File: src/rtl/apb_master_bridge.sv
// APB requester: one command in, one SETUP/ACCESS transfer out, one response back.
// Optional ACCESS timeout is built only when APB_MASTER_TIMEOUT_EN is defined.
module apb_master_bridge #(
    parameter int ADDR_WIDTH     = 32,
    parameter int DATA_WIDTH     = 32,
    parameter int TIMEOUT_CYCLES = 16
) (
    input  logic                  Pclk,
    input  logic                  Prst,
    input  logic                  cmd_valid,
    output logic                  cmd_ready,
    input  logic                  cmd_write,
    input  logic [ADDR_WIDTH-1:0] cmd_addr,
    input  logic [DATA_WIDTH-1:0] cmd_wdata,
    output logic                  rsp_valid,
    input  logic                  rsp_ready,
    output logic [DATA_WIDTH-1:0] rsp_rdata,
    output logic                  rsp_err,
    output logic [ADDR_WIDTH-1:0] Paddr,
    output logic                  Pselx,
    output logic                  Penable,
    output logic                  Pwrite,
    output logic [DATA_WIDTH-1:0] Pwdata,
    input  logic                  Pready,
    input  logic                  Pslverr,
    input  logic [DATA_WIDTH-1:0] Prdata,
    output logic [1:0]            fsm_state
);

    localparam logic [1:0] IDLE   = 2'd0;
    localparam logic [1:0] SETUP  = 2'd1;
    localparam logic [1:0] ACCESS = 2'd2;
    localparam logic [1:0] RESP   = 2'd3;

    logic [1:0] state;

    // Handshakes: a beat moves on a rising edge where valid and ready are both
    // high; valid and its payload stay stable until then, and ready never
    // depends on valid. cmd_ready is high only in IDLE.
    assign cmd_ready = (state == IDLE);
    assign fsm_state = state;

`ifdef APB_MASTER_TIMEOUT_EN
    localparam int CW = $clog2(TIMEOUT_CYCLES + 1);
    logic [CW-1:0] tmo_cnt;

    always_ff @(posedge Pclk) begin
        if (Prst || state != ACCESS) begin
            tmo_cnt <= '0;
        end else if (!Pready) begin
            tmo_cnt <= tmo_cnt + 1'b1;
        end
    end

    // True on the ACCESS cycle whose wait would bring the count to the limit.
    logic tmo_hit;
    assign tmo_hit = (tmo_cnt == CW'(TIMEOUT_CYCLES - 1));
`endif

    always_ff @(posedge Pclk) begin
        if (Prst) begin
            state     <= IDLE;
            Pselx     <= 1'b0;
            Penable   <= 1'b0;
            Pwrite    <= 1'b0;
            Paddr     <= '0;
            Pwdata    <= '0;
            rsp_valid <= 1'b0;
            rsp_rdata <= '0;
            rsp_err   <= 1'b0;
        end else begin
            case (state)
                IDLE: begin
                    if (cmd_valid) begin
                        Pwrite  <= cmd_write;
                        Paddr   <= cmd_addr;
                        Pwdata  <= cmd_wdata;
                        Pselx   <= 1'b1;
                        Penable <= 1'b0;
                        state   <= SETUP;
                    end
                end
                SETUP: begin
                    Penable <= 1'b1;
                    state   <= ACCESS;
                end
                ACCESS: begin
                    if (Pready) begin
                        rsp_err   <= Pslverr;
                        rsp_rdata <= Pwrite ? '0 : Prdata;
                        rsp_valid <= 1'b1;
                        Pselx     <= 1'b0;
                        Penable   <= 1'b0;
                        state     <= RESP;
                    end
`ifdef APB_MASTER_TIMEOUT_EN
                    else if (tmo_hit) begin
                        rsp_err   <= 1'b1;
                        rsp_rdata <= '0;
                        rsp_valid <= 1'b1;
                        Pselx     <= 1'b0;
                        Penable   <= 1'b0;
                        state     <= RESP;
                    end
`endif
                end
                RESP: begin
                    if (rsp_ready) begin
                        rsp_valid <= 1'b0;
                        state     <= IDLE;
                    end
                end
                default: state <= IDLE;
            endcase
        end
    end

endmodule

File: config.mk
export PLATFORM = sky130hd
export DESIGN_NAME = apb_master_bridge
export DESIGN_NICKNAME = d
export VERILOG_FILES = /design/src/rtl/apb_master_bridge.sv
export SDC_FILE = /design/constraint.sdc
export NUM_CORES = 1
export LEC_CHECK = 0
export ABC_AREA = 0
export CAP_MARGIN = 30
export CELL_PAD_IN_SITES_DETAIL_PLACEMENT = 1
export CELL_PAD_IN_SITES_GLOBAL_PLACEMENT = 1
export CORE_ASPECT_RATIO = 1.1
export CORE_UTILIZATION = 30
export CTS_BUF_LIST = sky130_fd_sc_hd__clkbuf_8
export DETAILED_ROUTE_END_ITERATION = 8
export PLACE_DENSITY_LB_ADDON = 0.05
export SLEW_MARGIN = 25
export SYNTH_ARGS = -nofsm -noshare
export SYNTH_HDL_FRONTEND = slang
export SYNTH_SLANG_ARGS = --single-unit
File: constraint.sdc
create_clock -name Pclk -period 2.6 [get_ports Pclk]
set_input_delay 0.26 -clock Pclk [delete_from_list [all_inputs] [get_ports Pclk]]
set_output_delay 0.26 -clock Pclk [all_outputs]
set_load 0.01 [all_outputs]
==> flow_metrics.tcl <==
set metrics [dict create \
    status "finished clean" \
    setup_violations 0 \
    clk_latency_ns 0.37 \
    cts.root.buffer_cell "clkbuf_8" \
    synth_nets 582 \
    drt_first_pass_iters 4 \
    power_density_nw_per_um2 767 \
    p_seq_share_pct 41.5 \
    postRouteAntennaNets 0 \
    finalClockSkew_ns 0.00827 \
    grt_max_degree 56 \
    h-tree-depth 3 \
    final_cells 820 \
    drc 0 \
    synth.top_cell.area_share_pct 52.9 \
    cts_tree "done" \
    fmax_ghz 0.501 \
    relSlewSlack_pct 60.2 \
    worstPathRequired_ns 2.34 \
    yosysSeqAreaShare_pct 52.9 \
    core_area_sq_um 12600 \
    post_cts_resized 0 \
    cts_made_buffers 9 \
    drive_gt1_share_pct 4.07 \
    area_delta_synth_final_pct 60.4 \
    num_io_pins 207 \
    ys_ff_latch 103 \
    r2r_cells 6 \
    p_switching_mw 1.64 \
    grtUsageMet3_pct 6.37 \
    finalMaxSlewViolations 0 \
    routed_via_density 4.86 \
    start_util_pct 30.8 \
    routed_wl_mm 13.1 \
    synth.area.top_cells "dfxtp_1 53%, nand2_1 16%, a21oi_1 13%" \
    dp_worst_setup_slack_ns 0.700 \
    syn-cell-area_sq_um 3900 \
    vias 3988 \
    clockBufferDepth 2 \
    first_global_vias 3998 \
    clock_sinks 103 \
    multi_input_area_sq_um 1650 \
    place_inst 804 \
    met2_usage_pct 33.2 \
    crit_fanout 7 \
    hold_path_class "in -> reg" \
    cts_setup_buffers 0 \
    diodes 0 \
    wl_per_cell_microns 15.9 \
    met1_usage_pct 21.4 \
    grt_overflow 0 \
    peakVddDrop_mv 0.417 \
    chipHeight_microns 122 \
    power.leakage_nw 2.21 \
    finalSetupTns_ns 0 \
    min_period_ns 2.00 \
    grt_setup_unrepaired "false" \
    critical_path.startpoint_type "flip-flop" \
    period_share_pct 76.8 \
    gp_congestion 0.741 \
    synth.distinct_cells 26 \
    die_w_microns 111 \
    finalNetCount 768 \
    crit_type "reg -> out" \
    clkPwrFrac_pct 19.6 \
    holdWs_ns 0.378 \
    avgSynthCellArea_sq_um 8.26 \
    fin_ws_ns 0.602 \
    critPathArrivalTime_ns 1.74 \
    worstMarginPinSlew_ns 0.597 \
    hold_viol_final 0 \
    num_rows 43 \
    hold_depth 2 \
    combPwrFrac_pct 38.9 \
    critPathCaptureType "output pin" \
    fillCellCount 1513 \
    first_iter_violations 147 \
    ff_latch_area_sq_um 2060 \
    grt_use_total_pct 19.0 \
    postCtsHoldBufs 0 \
    antenna_found_initial 0 \
    cap_violations 0 \
    busiest_layer "met2" \
    dp_hpwl_mm 9.05 \
    grt_pass1_wl_mm 20.2 \
    dieArea_sq_um 13500 \
    syn-instance-count 472 \
    intPower_mw 3.16 \
    cts.clk_slew.worst_paths_ns 0.09 \
    yosys_warnings 0 \
    io_buffer_count 206 \
    synth_top_area_cell "dfxtp_1" \
    swShare_pct 34.2 \
]
==> cells by family (layout without fill, tap and decap cells) <==
group           after synthesis  in the layout  synth area share [%]
compound gates              109            109                  14.7
flops                       103            103                  52.9
mux                           1              1                 0.257
simple gates                209            209                  24.9
buf+inv                      43            234                  5.01
fa+ha+maj                     7              7                  2.25
==> synthesized netlist by cell type <==
cell      count
nand2_1     168
dfxtp_1     103
a21oi_1     100
nand4b_1     32
buf_2        21
clkbuf_1     16
ha_1          7
inv_1         4
nor2b_1       2
o311ai_0      2
o41ai_1       2
a21boi_0      1
and2_1        1
buf_1         1
buf_6         1
mux2i_1       1
nand2b_1      1
nand3_1       1
nor2_1        1
nor2b_4       1
o21a_1        1
o21ai_0       1
o21bai_1      1
o311ai_1      1
or2_2         1
or4_1         1
==> path summary, 6_finish.rpt <==
path                                    start       endpoint  slack [ns]
worst min-delay path                     Prst      rsp_valid        0.38
worst min register to register  rsp_rdata[26]  rsp_rdata[26]        0.46
worst max-delay path             fsm_state[1]      cmd_ready        0.60
worst max register to register   fsm_state[0]     Pwdata[24]        0.82
==> power groups by stage <==
stage	Sequential, mW	Combinational, mW	Clock [mW]
detailed placement	2.03	1.88	0
global route	2.03	2.03	1.05
global placement	2.02	1.85	0
CTS	1.99	1.89	0.993
finish	1.99	1.87	0.941
floorplan	2.14	0.797	0
==> critical path: stages, from the launching register on <==
cell,delay [ns]
dfxtp_1,0.48
inv_1,0.13
ha_1,0.25
clkdlybuf4s50_1,0.50
==> cell type report <==
class,count,share of cell area [%]
inverter,4,0.240
tap,157,3.14
multi-input combinational,326,26.3
timing repair buffer,214,34.5
sequential,103,33.0
clock buffer,11,2.42
clock inverter,5,0.400
==> sequential cells by signal, indices dropped and copies added (netlist names) <==
signal	cells
Penable	1
Paddr	32
Pwrite	1
rsp_rdata	32
rsp_err	1
Pwdata	32
rsp_valid	1
Pselx	1
fsm_state	2
==> cell usage in the layout (no fill, tap or decap), types with 3 or more instances in the layout <==
master / netlist / final
clkdlybuf4s50_1: 0 / 205
dfxtp_1: 103 / 103
inv_1: 4 / 6
buf_12: 0 / 3
a21oi_1: 100 / 100
buf_4: 0 / 6
clkbuf_8: 0 / 11
ha_1: 7 / 7
nand2_1: 168 / 167
nand4b_1: 32 / 32
==> through the flow <==
step | total power, mW | utilization (%) | cell area, sq um
4_1_cts | 4.88 | 49.5 | 6250
6_report | 4.80 | 49.5 | 6250
2_1_floorplan | 2.94 | - | 3900
3_5_place_dp | 3.91 | 48.1 | 6080
3_3_place_gp | 3.86 | 48.1 | 6080
5_1_grt | 5.11 | 49.5 | 6250
==> layer usage <==
layer | wire, microns | vias to the layer above
met3 | 930 | 13
met1 | 5460 | 1911
met5 | 0 | -
li1 | - | 1941
met2 | 6480 | 123
met4 | 183 | 0
Power figures use the tool's default switching activity.
